`config.mk`:
```
export PLATFORM = sky130hd
export DESIGN_NAME = irq_encoder_32x5
export DESIGN_NICKNAME = d
export VERILOG_FILES = /design/src/rtl/irq_encoder_32x5_pkg.sv /design/src/rtl/irq_encoder_32x5_rr_priority_enc.sv /design/src/rtl/irq_encoder_32x5.sv
export SDC_FILE = /design/constraint.sdc
export NUM_CORES = 1
export LEC_CHECK = 0
export CAP_MARGIN = 0
export CELL_PAD_IN_SITES_DETAIL_PLACEMENT = 1
export CELL_PAD_IN_SITES_GLOBAL_PLACEMENT = 1
export CORE_ASPECT_RATIO = 0.9
export CORE_MARGIN = 10
export CORE_UTILIZATION = 29
export DETAILED_ROUTE_END_ITERATION = 10
export GPL_TIMING_DRIVEN = 0
export MAX_ROUTING_LAYER = met4
export PLACE_DENSITY_LB_ADDON = 0.2
export SYNTH_ARGS = -nofsm -noshare
export SYNTH_HDL_FRONTEND = slang
export SYNTH_SLANG_ARGS = --single-unit
```
`constraint.sdc`:
```
create_clock -name CLK -period 4 [get_ports CLK]
set_clock_uncertainty 0.2 [all_clocks]
set_input_delay 0.8 -clock CLK [delete_from_list [all_inputs] [get_ports CLK]]
set_output_delay 0.8 -clock CLK [all_outputs]
set_load 0.01 [all_outputs]
```
`src/rtl/irq_encoder_32x5_pkg.sv`:
```
// irq_encoder_32x5_pkg: shared widths and FSM state encoding for the round-robin request encoder
package irq_encoder_32x5_pkg;
  localparam int W = 5;
  localparam int N = 1 << W;
  typedef enum logic {IDLE = 1'b0, GRANT = 1'b1} state_t;
endpackage

```
`src/rtl/irq_encoder_32x5_rr_priority_enc.sv`:
```
// rr_priority_enc_32x5: combinational round-robin pick; pending/ptr in, first set bit at or above ptr (wrapping) as idx, any = pending nonzero
module rr_priority_enc_32x5
  import irq_encoder_32x5_pkg::*;
(
  input  logic [N-1:0] pending,
  input  logic [W-1:0] ptr,
  output logic [W-1:0] idx,
  output logic         any
);
  logic [2*N-1:0] dbl;
  logic [N-1:0] rot;
  logic [W-1:0] off;
  assign dbl = {pending, pending} >> ptr;
  assign rot = dbl[N-1:0];
  always_comb begin
    off = '0;
    for (int i = N - 1; i >= 0; i--) off = rot[i] ? W'(i) : off;
  end
  assign idx = off + ptr;
  assign any = |pending;
endmodule

```
`src/rtl/irq_encoder_32x5.sv`:
```
// irq_encoder_32x5: sticky 32-line request latch with round-robin VALID/ACK index handoff; CLK/RST in, REQ/ACK in, IDX/VALID/PENDING/DROP registered out
module irq_encoder_32x5
  import irq_encoder_32x5_pkg::*;
(
  input  logic         CLK,
  input  logic         RST,
  input  logic [N-1:0] REQ,
  input  logic         ACK,
  output logic [W-1:0] IDX,
  output logic         VALID,
  output logic [N-1:0] PENDING,
  output logic         DROP
);
  state_t state, state_nx;
  logic [W-1:0] ptr, ptr_nx, idx_nx, sel;
  logic any;
  logic [N-1:0] clr;
  rr_priority_enc_32x5 u_enc (.pending(PENDING), .ptr(ptr), .idx(sel), .any(any));
  assign clr = (state == GRANT && ACK) ? N'(1) << IDX : '0;
  assign VALID = (state == GRANT);
  always_ff @(posedge CLK or posedge RST)
    if (RST) state <= IDLE;
    else state <= state_nx;
  always_comb state_nx = (state == IDLE) ? (any ? GRANT : IDLE) : (ACK ? IDLE : GRANT);
  always_comb begin
    idx_nx = (state == IDLE && any) ? sel : IDX;
    ptr_nx = (state == GRANT && ACK) ? IDX + W'(1) : ptr;
  end
  always_ff @(posedge CLK or posedge RST)
    if (RST) begin
      IDX <= '0;
      ptr <= '0;
      PENDING <= '0;
      DROP <= 1'b0;
    end else begin
      IDX <= idx_nx;
      ptr <= ptr_nx;
      PENDING <= (PENDING & ~clr) | REQ;
      DROP <= |(REQ & PENDING & ~clr);
    end
endmodule

```
Yosys cells after proc, flatten, opt, wreduce, memory -nomap -nowiden

Index checks and enable logic that the tools add are counted.

Add/sub/neg operators: 2
Shift-type cells: 2
Muxes and demuxes: 36
Bitwise logic cells: 6
Reduce and logical (&&, ||, !) cells: 4

Operator list:

| cell                                             | count |
|---|---|
| two-way mux 5 bit                                | 32 |
| AND 32 bit                                       | 3 |
| OR reduction 32 bit                              | 2 |
| >> shifter 64 x 5 -> 32 bit                      | 1 |
| two-way mux 32 bit                               | 1 |
| inverter 32 bit                                  | 1 |
| OR 32 bit                                        | 1 |
| left shift 1 x 5 -> 32 bit, first input constant | 1 |
| adder 5 x 1 -> 5 bit, second input constant      | 1 |
| adder 5 bit                                      | 1 |
| two-way mux 1 bit                                | 3 |
| logical AND 1 bit                                | 2 |
| inverter 1 bit                                   | 1 |

Flip-flop bits (word level): 44
Word-level logic and storage cells: 55

Longest topological paths before layout

Gate-level depths: netlist (run 1).

Depth in word-level cells: 34
Depth in mapped cells: 22

Modules after synthesis

Synthesis (run 1) repeated with hierarchy kept, for this count alone.

Cells, all modules: 595
Area, all modules: 6120.9 um2

By module, submodules not included:

| module               | instances | cells an instance | area an instance (um2) | seq. area each (um2) |
|---|---|---|---|---|
| rr_priority_enc_32x5 | 1         | 365               | 3917.5                 | 0.0 |
| irq_encoder_32x5     | 1         | 230               | 2203.4                 | 1101.1 |

Worst setup path before layout (run 1)

OpenSTA, ideal clock, no wires.

Kind: register -> register
Start: register ptr[3]
End: register IDX[4]
Library setup time: 139 ps
Arrival time: 3971 ps
Setup slack: -310 ps
Cell stages (with the launch flop): 23
Buffers on the path: 5
Clock period less this slack: 4310 ps
Cells stage by stage: dfrtp_1 > buf_2 > buf_12 > buf_6 > buf_2 > buf_2 > mux4_2 > a32o_1 > a31oi_2 > and3_1 > o21ai_0 > a2111oi_0 > o21ai_0 > nor2_1 > ha_1 > inv_1 > fa_1 > inv_1 > a21o_1 > a21oi_1 > xnor2_1 > xnor2_1 > o21ai_1

Cells in the longest elaborated chain, start to end: 34

Ends and longest elaborated chain:

| element                          | RTL line                               | RTL |
|---|---|---|
| from (decl)                      | irq_encoder_32x5.sv:15                 | `logic [W-1:0] ptr, ptr_nx, idx_nx, sel;` |
| from (signal assigned)           | irq_encoder_32x5.sv:37                 | `ptr <= ptr_nx;` |
| >> shifter 64 x 5 -> 32 bit      | irq_encoder_32x5_rr_priority_enc.sv:13 | `assign dbl = {pending, pending} >> ptr;` |
| two-way mux 5 bit (32 in series) | irq_encoder_32x5_rr_priority_enc.sv:17 | `for (int i = N - 1; i >= 0; i--) off = rot[i] ? W'(i) : off;` |
| adder 5 bit (*)                  | irq_encoder_32x5_rr_priority_enc.sv:19 | `assign idx = off + ptr;` |
| to (signal assigned)             | irq_encoder_32x5.sv:36                 | `IDX <= idx_nx;` |
| to (decl)                        | irq_encoder_32x5.sv:9                  | `output logic [W-1:0] IDX,` |

Mark *: on every way between the ends. The rest lies on a longest branch, timed or not.
A chain may end at the register's enable or synchronous reset.

Worst setup path in the final report (run 1)

Start: register ptr[0]
End: register IDX[4]

The elaborated chain is that of the path after synthesis.

==> results of run 1 <==
==> power by group through the flow <==
stage / Sequential [mW] / Combinational, mW / Clock (mW)
2_1_floorplan: 0.599 / 2.14 / 0
3_3_place_gp: 0.627 / 3.10 / 0
3_5_place_dp: 0.628 / 3.12 / 0
4_1_cts: 0.619 / 3.55 / 0.412
5_1_grt: 0.631 / 4.22 / 0.429
6_report: 0.621 / 4.01 / 0.400
==> state kept, by name (all words and copies together) (netlist names) <==
name     cells
DROP         1
IDX          5
PENDING     32
VALID        1
ptr          5
==> cell families after synthesis <==
logic type,after synthesis
flip-flops,44
buffers and inverters,91
AO/OA/AOI/OAI,169
AND/OR/NAND/NOR,184
XOR/XNOR,6
adder cells (fa/ha/maj),11
multiplexers,145
==> cell type report <==
| cell class | instances | area share |
|---|---|---|
| Clock buffer | 5 | 0.0143 |
| Inverter | 23 | 0.0104 |
| Timing Repair Buffer | 138 | 0.146 |
| Clock inverter | 2 | 0.00143 |
| Tap cell | 297 | 0.0423 |
| Multi-Input combinational cell | 515 | 0.588 |
| Buffer | 68 | 0.0713 |
| Sequential cell | 44 | 0.126 |
==> metal layers <==
layer | part of all wire | global-route usage | vias to the layer above
met3 | 0.060 | 0.0320 | 65
met5 | 0 | - | -
li1 | - | - | 2873
met2 | 0.46 | 0.348 | 358
met1 | 0.44 | 0.293 | 3486
met4 | 0.034 | 0.0774 | 0
==> cells in the mapped netlist (6+ instances only) <==
master                       n  area (um2)
sky130_fd_sc_hd__a211oi_1    7        52.6
sky130_fd_sc_hd__a21oi_1    14        70.1
sky130_fd_sc_hd__a221oi_1   10        87.6
sky130_fd_sc_hd__a22oi_1     6        45.0
sky130_fd_sc_hd__buf_2       9        45.0
sky130_fd_sc_hd__buf_6       9         101
sky130_fd_sc_hd__clkbuf_1   36         135
sky130_fd_sc_hd__clkbuf_8    7        96.3
sky130_fd_sc_hd__dfrtp_1    44        1100
sky130_fd_sc_hd__ha_1       10         125
sky130_fd_sc_hd__inv_1      19        71.3
sky130_fd_sc_hd__mux2_2     28         315
sky130_fd_sc_hd__mux2i_1    37         370
sky130_fd_sc_hd__mux4_1     28         736
sky130_fd_sc_hd__mux4_2     50        1130
sky130_fd_sc_hd__nand2_1    66         248
sky130_fd_sc_hd__nand2b_1   28         175
sky130_fd_sc_hd__nand3_1    15        75.1
sky130_fd_sc_hd__nor2_1     27         101
sky130_fd_sc_hd__nor2b_1     7        43.8
sky130_fd_sc_hd__nor4_1     10        62.6
sky130_fd_sc_hd__o2111ai_1  10        87.6
sky130_fd_sc_hd__o211ai_1   24         180
sky130_fd_sc_hd__o21ai_0    47         235
==> worst min-delay path by stage <==
stage	from	to	slack, ps	cells past startpoint
after detailed placement	VALID$_DFF_PP0_	VALID$_DFF_PP0_	430	1
after floorplan	IDX[1]$_DFFE_PP0P_	IDX[1]$_DFFE_PP0P_	390	2
after CTS	IDX[1]$_DFFE_PP0P_	IDX[1]$_DFFE_PP0P_	460	2
final	IDX[1]$_DFFE_PP0P_	IDX[1]$_DFFE_PP0P_	460	2
after global placement	VALID$_DFF_PP0_	VALID$_DFF_PP0_	410	1
after global routing	IDX[4]$_DFFE_PP0P_	IDX[4]$_DFFE_PP0P_	490	2
==> what timing repair did <==
item                                    in CTS  in global routing
setup buffers                               35                 28
pin swaps                                   19                 26
endpoints found under the setup margin       5                  5
cloned                                       0                  1
gates resized for setup                     83                 65
==> critical path, delay by kind of cell, from the launching register on <==
| kind | cells | cell delay (ps) |
|---|---|---|
| compound gates | 7 | 1070 |
| xor+xnor | 2 | 390 |
| fa+ha+maj | 1 | 370 |
| buf+inv | 4 | 540 |
| flops | 1 | 380 |
| mux | 3 | 1130 |
| simple gates | 1 | 380 |
==> stage by stage <==
step	utilization	hold WS, ps	cells	setup WS [ps]	setup TNS, ps
after CTS	0.373	461	1063	-622	-1430
final	0.392	456	1092	-599	-1330
after floorplan	-	392	650	-78.6	-78.6
after detailed placement	0.345	431	1021	-1460	-5030
after global placement	0.344	409	1020	-1420	-5210
after global routing	0.392	492	1092	-794	-2210
==> results_dict.tcl, run 1 <==
set metrics [dict create \
    design.die.area_mm2 0.0290 \
    postLayoutSetupSlackWorst_ps -599 \
    power_frac_comb 0.797 \
    area.growth.synth_to_final_pct 33.9 \
    regToRegStartpoint "ptr[0]$_DFFE_PP0P_" \
    postPlaceCellArea_mm2 0.00771 \
    startpoint "ptr[0]$_DFFE_PP0P_" \
    timing.hold.worst.class "reg2reg" \
    cellLeakagePower_nw 2.95 \
    power.net_switching_mw 2.45 \
    average_wire_per_cell_in_the_routed_design_um 29.9 \
    grt_antenna_before_repair 0 \
    critical_path_class "reg2reg" \
    synth-seq-cells 44 \
    seqCellArea_mm2 0.00111 \
    worst-slew-pin-transition_ps 814 \
    number_of_levels_the_h_tree_was_split_into 2 \
    achievable-frequency_ghz 0.217 \
    clk_latency_ps 290 \
    n_antenna_cell 0 \
    power_report.internal_total_mw 2.58 \
    post_synth_and_or_nand_nor_area_fraction 0.145 \
    outcome "finished with violations" \
    chipWidth_um 178 \
    max_cap_violations 0 \
    die_height_um 163 \
    crit_path_end_kind "flop" \
    yosysSeqAreaShare 0.168 \
    grt_start_max_net_pins 34 \
    rsz_0062_raised_after_global_routing "yes" \
    routed_wl_mm 32.6 \
    synth_cells 650 \
    slowest_stage "sky130_fd_sc_hd__mux4_2" \
    first_global_vias 7114 \
    main_combinational_cell_family_by_area_after_synthesis "multiplexers" \
    synth_edf_count 0 \
    placed_wire_length_estimate_mm 24.7 \
    worst-endpoint-required_ps 3950 \
    clk_transition_reported_paths_ps 60 \
    syn-mean-instance-area_um2 10.1 \
    vias 6782 \
    drt-initial-drc-count 685 \
    sw_frac_of_total 0.486 \
    netlist_area_mm2 0.00655 \
    timing.critical_path.from_type "flop" \
    core_area_mm2 0.0224 \
    grt_remaining_overflow 0 \
    drt_pass_1_iters 5 \
    max-vdd-ir-drop_v 0.000225 \
    timing.critical_path.cells "buf_6 > buf_12 > buf_12 > buf_6 > mux4_2 > mux4_2 > mux2_4 > or3b_4 > o211ai_2 > a31oi_1 > o31ai_1 > a21boi_1 > ha_1 > a21o_1 > a21oi_2 > xnor2_1 > xnor2_1 > o21ai_1" \
    io_pins 74 \
    ff_to_ff_end "IDX[4]$_DFFE_PP0P_" \
    nFillCells 2532 \
    synth-adder-area-share 0.0221 \
    grt_pass1_wl_mm 47.6 \
    cts_tree "yes" \
    multiplexer_share_of_the_synthesized_area 0.393 \
    post_synth_xor_area_fraction 0.00802 \
    power.density_mw_per_mm2 573 \
    postSynth.topFlopCell "sky130_fd_sc_hd__dfrtp_1" \
    reg2regPathDepth 18 \
    fraction_of_registers_with_async_set_reset 1.00 \
    portBuffers 73 \
    multi_input_area_mm2 0.00516 \
    timing.final.crit_share 1.15 \
    r2r_setup_slack_ps -600 \
    final_layout_size_suffix_gt1_frac 0.358 \
    final_hold_viol_count 0 \
    most-common-layout-cells "73 x sky130_fd_sc_hd__clkdlybuf4s50_1, 66 x sky130_fd_sc_hd__nand2_1, 61 x sky130_fd_sc_hd__buf_4" \
    grtUsageTotal 0.224 \
    fin_crit_ps 4600 \
    initial_utilization 0.293 \
    routed_via_density 6.21 \
    number_of_sinks_handled_by_clock_tree_synthesis 44 \
    finalWeightedCongestion 0.963 \
    fp-row-count 52 \
    timing.final.max_slew_violations 0 \
    cts-hold-fix-buffers 0 \
    worst_ep_arrival_time_ps 4550 \
    normalized_max_slew_margin 0.458 \
    synthesized_area_fraction_occupied_by_ao_oa_aoi_and_oai_cells 0.182 \
    layout.cells.most_common "sky130_fd_sc_hd__clkdlybuf4s50_1" \
    cts_buffer_count 5 \
    cts_buffer_depth 2 \
    post-layout-total-power_mw 5.03 \
    yosys_warnings 0 \
    setup_viol_count_final 4 \
    nets 841 \
    critPathMaxFanout 7 \
    slowest_delay_ps 550 \
    stdcell_area_mm2 0.00878 \
    post_synth_num_cell_types 75 \
    power.share.clock 0.080 \
    violations_in_the_final_reports "negative setup slack" \
    synth_nets 696 \
    critPathCapture "IDX[4]$_DFFE_PP0P_" \
    pwr-share-seq 0.124 \
    drtAntennaViolNets 0 \
    drt_drc_violations_left 0 \
    root_buffer_selected_by_cts "sky130_fd_sc_hd__clkbuf_16" \
]
Power figures use the tool's default switching activity.
==> run 2: changes to the inputs <==
--- a/config.mk
+++ b/config.mk
@@ -13,2 +13,3 @@
 export CORE_UTILIZATION = 29
+export CTS_CLUSTER_DIAMETER = 150
 export DETAILED_ROUTE_END_ITERATION = 10
==> constraint.sdc (replaced) <==
create_clock -name CLK -period 3.7 [get_ports CLK]
set_clock_uncertainty 0.2 [all_clocks]
set_input_delay 0.74 -clock CLK [delete_from_list [all_inputs] [get_ports CLK]]
set_output_delay 0.74 -clock CLK [all_outputs]
set_load 0.005 [all_outputs]
==> run 2 against run 1 <==
Against the previous run: the run still ends with negative setup slack left; power grew 5.2%; register-to-register slack lost 330 ps; critical path depth grew 2; fmax shrank 0.64%; global-route usage shrank 0.16 points; flip-flop and latch count is the same; combinational power grew 4%; critical endpoint unchanged; largest power group unchanged.
==> results_dict.tcl, run 2 (synthesis results as in run 1) <==
set metrics [dict create \
    outcome "finished with violations" \
    violations_in_the_final_reports "negative setup slack" \
    layout.cells.most_common "sky130_fd_sc_hd__clkdlybuf4s50_1" \
    rsz_0062_raised_after_global_routing "yes" \
    reg2regPathDepth 20 \
    wl_met1_mm 14.1 \
    grt_pass1_wl_mm 47.2 \
    pwr-share-seq 0.128 \
    dpl.cell_count 1021 \
    nets 828 \
    grt_start_max_net_pins 36 \
    die_height_um 163 \
    n_antenna_cell 0 \
    most-common-layout-cells "73 x sky130_fd_sc_hd__clkdlybuf4s50_1, 66 x sky130_fd_sc_hd__nand2_1, 57 x sky130_fd_sc_hd__mux4_2" \
    reg.largest.list "PENDING x32, IDX x5, ptr x5" \
    grtUsageTotal 0.222 \
    routed_wl_mm 31.8 \
    drtAntennaViolNets 0 \
    r2r_setup_slack_ps -930 \
    postLayoutSetupSlackWorst_ps -929 \
    finalWeightedCongestion 0.967 \
    clk_transition_reported_paths_ps 60 \
    timing.critical_path.from_type "flop" \
    fin_util 0.386 \
    cts_buffer_depth 2 \
    worst-slew-pin-transition_ps 791 \
    grt_antenna_before_repair 0 \
    timing.critical_path.cells "buf_6 > buf_12 > buf_12 > buf_4 > mux4_2 > mux2i_1 > o22ai_1 > a211o_1 > a211oi_1 > o21ai_1 > nor2_2 > ha_4 > inv_2 > fa_2 > inv_2 > a21o_1 > a21oi_2 > xnor2_2 > xnor2_2 > o21ai_1" \
    power.density_mw_per_mm2 613 \
    startpoint "ptr[2]$_DFFE_PP0P_" \
    chipWidth_um 178 \
    power_report.internal_total_mw 2.72 \
    drt_drc_violations_left 0 \
    clk_latency_ps 290 \
    fp-row-count 52 \
    top_register "PENDING" \
    worst-endpoint-required_ps 3640 \
    cts_tree "yes" \
    power_frac_comb 0.792 \
    power.share.clock 0.081 \
    first_global_vias 7110 \
    achievable-frequency_ghz 0.216 \
    average_wire_per_cell_in_the_routed_design_um 29.5 \
    cts_buffer_count 5 \
    final_hold_viol_count 0 \
    portBuffers 73 \
    vias 6714 \
    cellLeakagePower_nw 2.90 \
    finalNonFillerCells 1079 \
    multi_input_area_mm2 0.00510 \
    timing.final.crit_share 1.25 \
    design.die.area_mm2 0.0290 \
    grt_remaining_overflow 0 \
    slowest_stage "sky130_fd_sc_hd__mux4_2" \
    seqCellArea_mm2 0.00110 \
    critPathMaxFanout 8 \
    slowest_delay_ps 550 \
    dr_wl_met3_mm 2.25 \
    critical_path_class "reg2reg" \
    io_pins 74 \
    number_of_sinks_handled_by_clock_tree_synthesis 44 \
    crit_path_end_kind "flop" \
    worst_ep_arrival_time_ps 4570 \
    timing.hold.worst.class "reg2reg" \
    sw_frac_of_total 0.486 \
    final_layout_size_suffix_gt1_frac 0.330 \
    drt-initial-drc-count 757 \
    number_of_levels_the_h_tree_was_split_into 2 \
    dr.max_layer_used "met4" \
    timing.final.max_slew_violations 0 \
    regToRegStartpoint "ptr[2]$_DFFE_PP0P_" \
    drt_pass_1_iters 5 \
    root_buffer_selected_by_cts "sky130_fd_sc_hd__clkbuf_16" \
    power.net_switching_mw 2.57 \
    initial_utilization 0.293 \
    setup_viol_count_final 5 \
    placed_wire_length_estimate_mm 24.4 \
    stdcell_area_mm2 0.00863 \
    routed_via_density 6.22 \
    hold_path_depth 1 \
    normalized_max_slew_margin 0.472 \
    nFillCells 2556 \
    max_cap_violations 0 \
    hp-start "VALID$_DFF_PP0_" \
    wl_met2_mm 14.3 \
    core_area_mm2 0.0224 \
    largest_reg_flops 32 \
    fin_crit_ps 4630 \
    max-vdd-ir-drop_v 0.000262 \
    postPlaceCellArea_mm2 0.00772 \
    area.growth.synth_to_final_pct 31.7 \
]
[run 2: changes by cell type in the layout (fill, tap and decap cells not counted), sizes merged]
cell    change
clkbuf      +5
buf        -18
[run 2: power groups by stage]
stage | logic, mW | registers [mW] | clock network [mW]
final | 4.19 | 0.674 | 0.427
after global routing | 4.39 | 0.687 | 0.463
after CTS | 3.94 | 0.674 | 0.440
after detailed placement | 3.36 | 0.683 | 0
after global placement | 3.34 | 0.677 | 0
after floorplan | 2.32 | 0.633 | 0
[run 2: final timing paths]
path / endpoint
worst max-delay path: IDX[4]$_DFFE_PP0P_
worst min-delay path: VALID$_DFF_PP0_
worst max register to register: IDX[4]$_DFFE_PP0P_
worst min register to register: VALID$_DFF_PP0_
max in group asynchronous: PENDING[27]$_DFF_PP0_
min in group asynchronous: PENDING[16]$_DFF_PP0_
[run 2: layer usage]
| layer | track usage | up-vias |
|---|---|---|
| met2 | 0.335 | 372 |
| met4 | 0.0867 | 0 |
| li1 | - | 2859 |
| met1 | 0.295 | 3421 |
| met3 | 0.0315 | 62 |
| met5 | - | - |
[run 2: repair_timing]
| action | CTS | global route |
|---|---|---|
| buffers inserted | 42 | 8 |
| pin swaps | 23 | 16 |
| resized for setup | 92 | 34 |
| endpoints found under the setup margin | 5 | 5 |
| gates cloned | 0 | 1 |
| hold buffers | 0 | 0 |
[run 2: through the flow]
step | setup WS [ps] | hold WS [ps] | TNS [ps] | power (mW)
2_1_floorplan | -379 | 357 | -571 | 2.95
3_3_place_gp | -1660 | 413 | -6110 | 4.02
3_5_place_dp | -1780 | 408 | -6390 | 4.04
4_1_cts | -891 | 428 | -2710 | 5.05
5_1_grt | -1160 | 478 | -3680 | 5.54
6_report | -929 | 426 | -2760 | 5.29
[run 2: worst max-delay path: cells and delay by family (launching register included)]
family                     cells  cell delay (ps)
xor gates and xnor gates       2              400
muxes                          2              950
buffers and inverters          6              610
and+or+nand+nor                1              270
AOI/OAI and AO/OA              7             1130
DFF                            1              360
adders and majority gates      2              530
[run 2: layout make-up]
class | count | share of cell area
buffer | 68 | 0.0755
clock buffer | 5 | 0.0145
clock inverter | 2 | 0.00145
inverter | 23 | 0.0106
multi-input combinational | 515 | 0.591
sequential | 44 | 0.128
tap | 297 | 0.0430
timing repair buffer | 125 | 0.136
==> RTL edit 1: new RTL, settings of run 1 <==
`W`: 5 -> 6.
--- a/src/rtl/irq_encoder_32x5_pkg.sv
+++ b/src/rtl/irq_encoder_32x5_pkg.sv
@@ -1,5 +1,5 @@
 // irq_encoder_32x5_pkg: shared widths and FSM state encoding for the round-robin request encoder
 package irq_encoder_32x5_pkg;
-  localparam int W = 5;
+  localparam int W = 6;
   localparam int N = 1 << W;
   typedef enum logic {IDLE = 1'b0, GRANT = 1'b1} state_t;
Interface: changed (resized IDX, PENDING and REQ); port bits go from 74 to 139. No check against the original RTL was run, so the function may have changed too.
==> RTL edit 1 against run 1 <==
- the flow still finishes with violations (setup timing)
- via count rose by 100%
- power increased by 29%
- first-iteration DRC count increased to 2.9 times the old value
- cell area grew 81%
- clock power increased by 120%
- combinational power increased by 16%
- worst setup slack worse by 0.88 ns
- area after synthesis grew 87%
- non-clock buffer count rose by 106
- wire length increased by 130%
- sequential cell count grew 34
- largest cell class unchanged
- highest routed layer unchanged
==> RTL edit 1: results (changes against run 1) <==
synthesis:
  synth.area.top_cells: "mux4_2, dfrtp_1, mux2i_1, mux4_1, mux2_2"
  synth_compound_area_frac: 0.179  # -0.00294
  synth_cell_types: 86  # +15%
  yosys.area_share.adder: 0.0128  # -0.00931
critical_path:
  cp_max_fo: 10  # +3
pwr:
  p_leak_nw: 4.96  # +68%
timing:
  worst_slack_ns: -1.48  # -0.883 ns
  final-setup-viol-count: 6  # +2
  holdWs_ns: 0.432  # -0.0233 ns
  setup_tns_ns: -6.43  # -5.10 ns
finish:
  inv_count: 30  # +30%
  drive_above_1_share: 0.326  # -0.0329
  reg_top3: "PENDING: 64 flops, IDX: 6 flops, ptr: 6 flops"
  multi_input_area_share: 0.637  # +0.0482
  nonClkBufAreaFrac: 0.170  # -0.0472
  n_all_buffers: 312  # +51%
  multi_input_gates: 989  # +92%
outcome:
  violations: "setup timing"
  status: "finished, violations left"
clocking:
  cts_buffers: 9  # +4
  clock_tree.htree_level_count: 3  # +1
route:
  met1_length_um: 31400  # +120%
  wl_met3_um: 8110  # +310%
global_routing:
  grt_use_met2: 0.422  # +0.0741
  grt_max_degree: 47  # +38%
  grt_pass1_wl_um: 107000  # +120%
  grt_use_met1: 0.384  # +0.0908
  gr-usage-met3: 0.0791  # +0.0471
place:
  numPortBuffers: 138  # +89%
==> RTL edit 1: worst register-to-register path: cells and delay by family, from the launching register on <==
kind                     cells  cell delay, ns
flip-flops                   1            0.44
XOR/XNOR                     2            0.37
multiplexers                 4            1.79
buffers and inverters        1            0.33
AO/OA/AOI/OAI                9            1.70
adder cells (fa/ha/maj)      1            0.29
AND/OR/NAND/NOR              1            0.24
==> RTL edit 1: power by group <==
part           switching (W)  total, W  internal, W
registers           0.000103  0.000946     0.000843
logic                0.00275   0.00464      0.00189
clock network       0.000393  0.000883     0.000490
total                0.00325   0.00647      0.00322
==> RTL edit 1: path summary, 6_finish.rpt <==
check                                start          end  depth (start not counted)
max in group asynchronous              RST  PENDING[62]                          3
worst min-delay path                IDX[0]       ptr[0]                          1
worst min register to register      IDX[0]       ptr[0]                          1
worst max-delay path            PENDING[2]       IDX[5]                         18
worst max register to register  PENDING[2]       IDX[5]                         18
min in group asynchronous              RST  PENDING[50]                          2
==> RTL edit 2: new RTL, flow settings as in run 1 <==
Without the edit above. Reset style: synchronous (`RST`), changed in 2 clocked blocks.
--- a/src/rtl/irq_encoder_32x5.sv
+++ b/src/rtl/irq_encoder_32x5.sv
@@ -19,5 +19,5 @@
   assign clr = (state == GRANT && ACK) ? N'(1) << IDX : '0;
   assign VALID = (state == GRANT);
-  always_ff @(posedge CLK or posedge RST)
+  always_ff @(posedge CLK)
     if (RST) state <= IDLE;
     else state <= state_nx;
@@ -27,5 +27,5 @@
     ptr_nx = (state == GRANT && ACK) ? IDX + W'(1) : ptr;
   end
-  always_ff @(posedge CLK or posedge RST)
+  always_ff @(posedge CLK)
     if (RST) begin
       IDX <= '0;
Function: differs if RST is asserted again (counterexample within 4 cycles, from zero or initial values and one cycle with RST high); with RST held inactive, the same outputs for 4 cycles.
==> RTL edit 2 against run 1 <==
- the run still ends with setup timing left
- cell area up 1.3%
- area after synthesis shrank 1.2%
- global-route usage is 1.5 points higher
- worst setup slack worse by 0.20 ns
- cell count grew 4.9%
- sequential cell count did not move
- hold slack got worse by 0.043 ns
- die area decreased by 1.1%
- wire length up 5.4%
- critical path type unchanged
- critical endpoint is now IDX[4]
- largest cell class unchanged
- highest routed layer unchanged
Power is not compared: it rests on default switching activity, and its combinational part moved more than twofold at a synthesized area within 25%.
==> RTL edit 2: results (changes against run 1) <==
outcome:
  status: "finished, violations left"
  violations: "setup timing"
synthesis:
  synth.area.top_cells: "mux4_2, dfxtp_1, mux2i_1, mux2_2, mux4_1"
  synth_seq_area_share: 0.136  # -0.0320
  synthArstFlopShare: 0  # -1.00
  syn-num-nets: 774  # +11%
  synth_cell_types: 72  # -4.0%
  yosys_warnings: 0  # unchanged
timing:
  final-setup-viol-count: 4  # unchanged
  worst_slack_ns: -0.802  # -0.203 ns
  setup_tns_ns: -1.75  # -0.422 ns
  relSlewSlack: 0.514  # +0.0569
critical_path:
  arrival_ns: 4.78  # +0.23 ns
  startpoint: "ptr[2]"
  cp_top_family: "compound AO/OA/AOI/OAI gates"
place:
  place_hpwl_um: 25900  # +4.7%
  place_area_sq_mm: 0.00761  # -1.4%
finish:
  layout.nets: 900  # +7.0%
  drive_above_1_share: 0.361  # +0.00291
route:
  routed_via_density: 6.17  # -0.72%
  routed_wirelength_um: 34400  # +5.4%
  drtIter0Drc: 600  # -12%
global_routing:
  grt_use_total: 0.239  # +0.0151
  grt_max_degree: 14  # -59%
  grt_pass1_vias: 7491  # +5.3%
clocking:
  clkTransAtPathRegs_ns: 0.07
  clockBufferDepth: 2  # unchanged
worst_hold_path:
  worstHoldStart: "IDX[1]"
## RTL edit 2: cell count changes after synthesis, moves of 12 or more
cell	before	now
o211ai_1	24	4
dfxtp_1	0	44
mux2i_1	37	54
or2_2	4	26
nor2_1	27	42
nand2_1	66	43
inv_1	19	37
nor3_1	3	15
dfrtp_1	44	0
mux4_1	28	16
nand2b_1	28	15
a21oi_1	14	48
## RTL edit 2: final cells by class
cell class                      count  area, sq um  area share
Buffer                             73          662      0.0744
Sequential cell                    44          890       0.100
Inverter                           38          143      0.0160
Tap cell                          291          364      0.0409
Clock inverter                      2         35.0     0.00394
Clock buffer                        6          129      0.0145
Multi-Input combinational cell    570         5490       0.618
Timing Repair Buffer              122         1180       0.132
## RTL edit 2: metal layers
layer  track usage  vias up  share of wire
li1              -     3055              -
met1         0.306     3566           0.44
met2         0.373      374           0.45
met3        0.0359       71          0.063
met4        0.0924        0          0.041
met5             -        -              0
## RTL edit 2: what timing repair did
item | 4_1_cts | 5_1_grt
pin swaps | 26 | 16
hold buffers | 0 | 0
endpoints found under the setup margin | 5 | 4
gates cloned | 2 | 0
setup buffers | 33 | 15
resized for setup | 140 | 44
## RTL edit 2: path summary, 6_finish.rpt
path | cells after the start | slack [ns] | endpoint
setup / recovery | 23 | -0.80 | IDX[4]
setup reg to reg | 23 | -0.80 | IDX[4]
hold / removal | 2 | 0.41 | IDX[1]
hold reg to reg | 2 | 0.41 | IDX[1]
## RTL edit 2: logic make-up after synthesis
group | synth area share
AO/OA/AOI/OAI | 0.176
XOR/XNOR | 0.00676
adder cells (fa/ha/maj) | 0.0224
buffers and inverters | 0.0893
flip-flops | 0.136
multiplexers | 0.385
AND/OR/NAND/NOR | 0.184
## RTL edit 2: tightest hold or removal path, delay by kind of cell, from the launching register on
kind / cells / cell delay [ns]
flip-flops: 1 / 0.36
AND/OR/NAND/NOR: 1 / 0.15
AO/OA/AOI/OAI: 1 / 0.05
## RTL edit 2: power breakdown
part | internal, W | switching (W)
Clock | 0.000295 | 0.000190
Combinational | 0.000818 | 0.000935
Sequential | 0.000476 | 0.0000774
## RTL edit 2: stage by stage
step | power (W) | utilization | cells | hold slack, ns | setup slack (ns)
after floorplan | 0.00142 | - | 728 | 0.370 | -0.293
after global placement | 0.00193 | 0.349 | 1091 | 0.369 | -1.58
after detailed placement | 0.00194 | 0.349 | 1091 | 0.388 | -1.67
after CTS | 0.00266 | 0.394 | 1132 | 0.397 | -0.721
after global routing | 0.00290 | 0.408 | 1146 | 0.452 | -1.02
final | 0.00279 | 0.408 | 1146 | 0.413 | -0.802
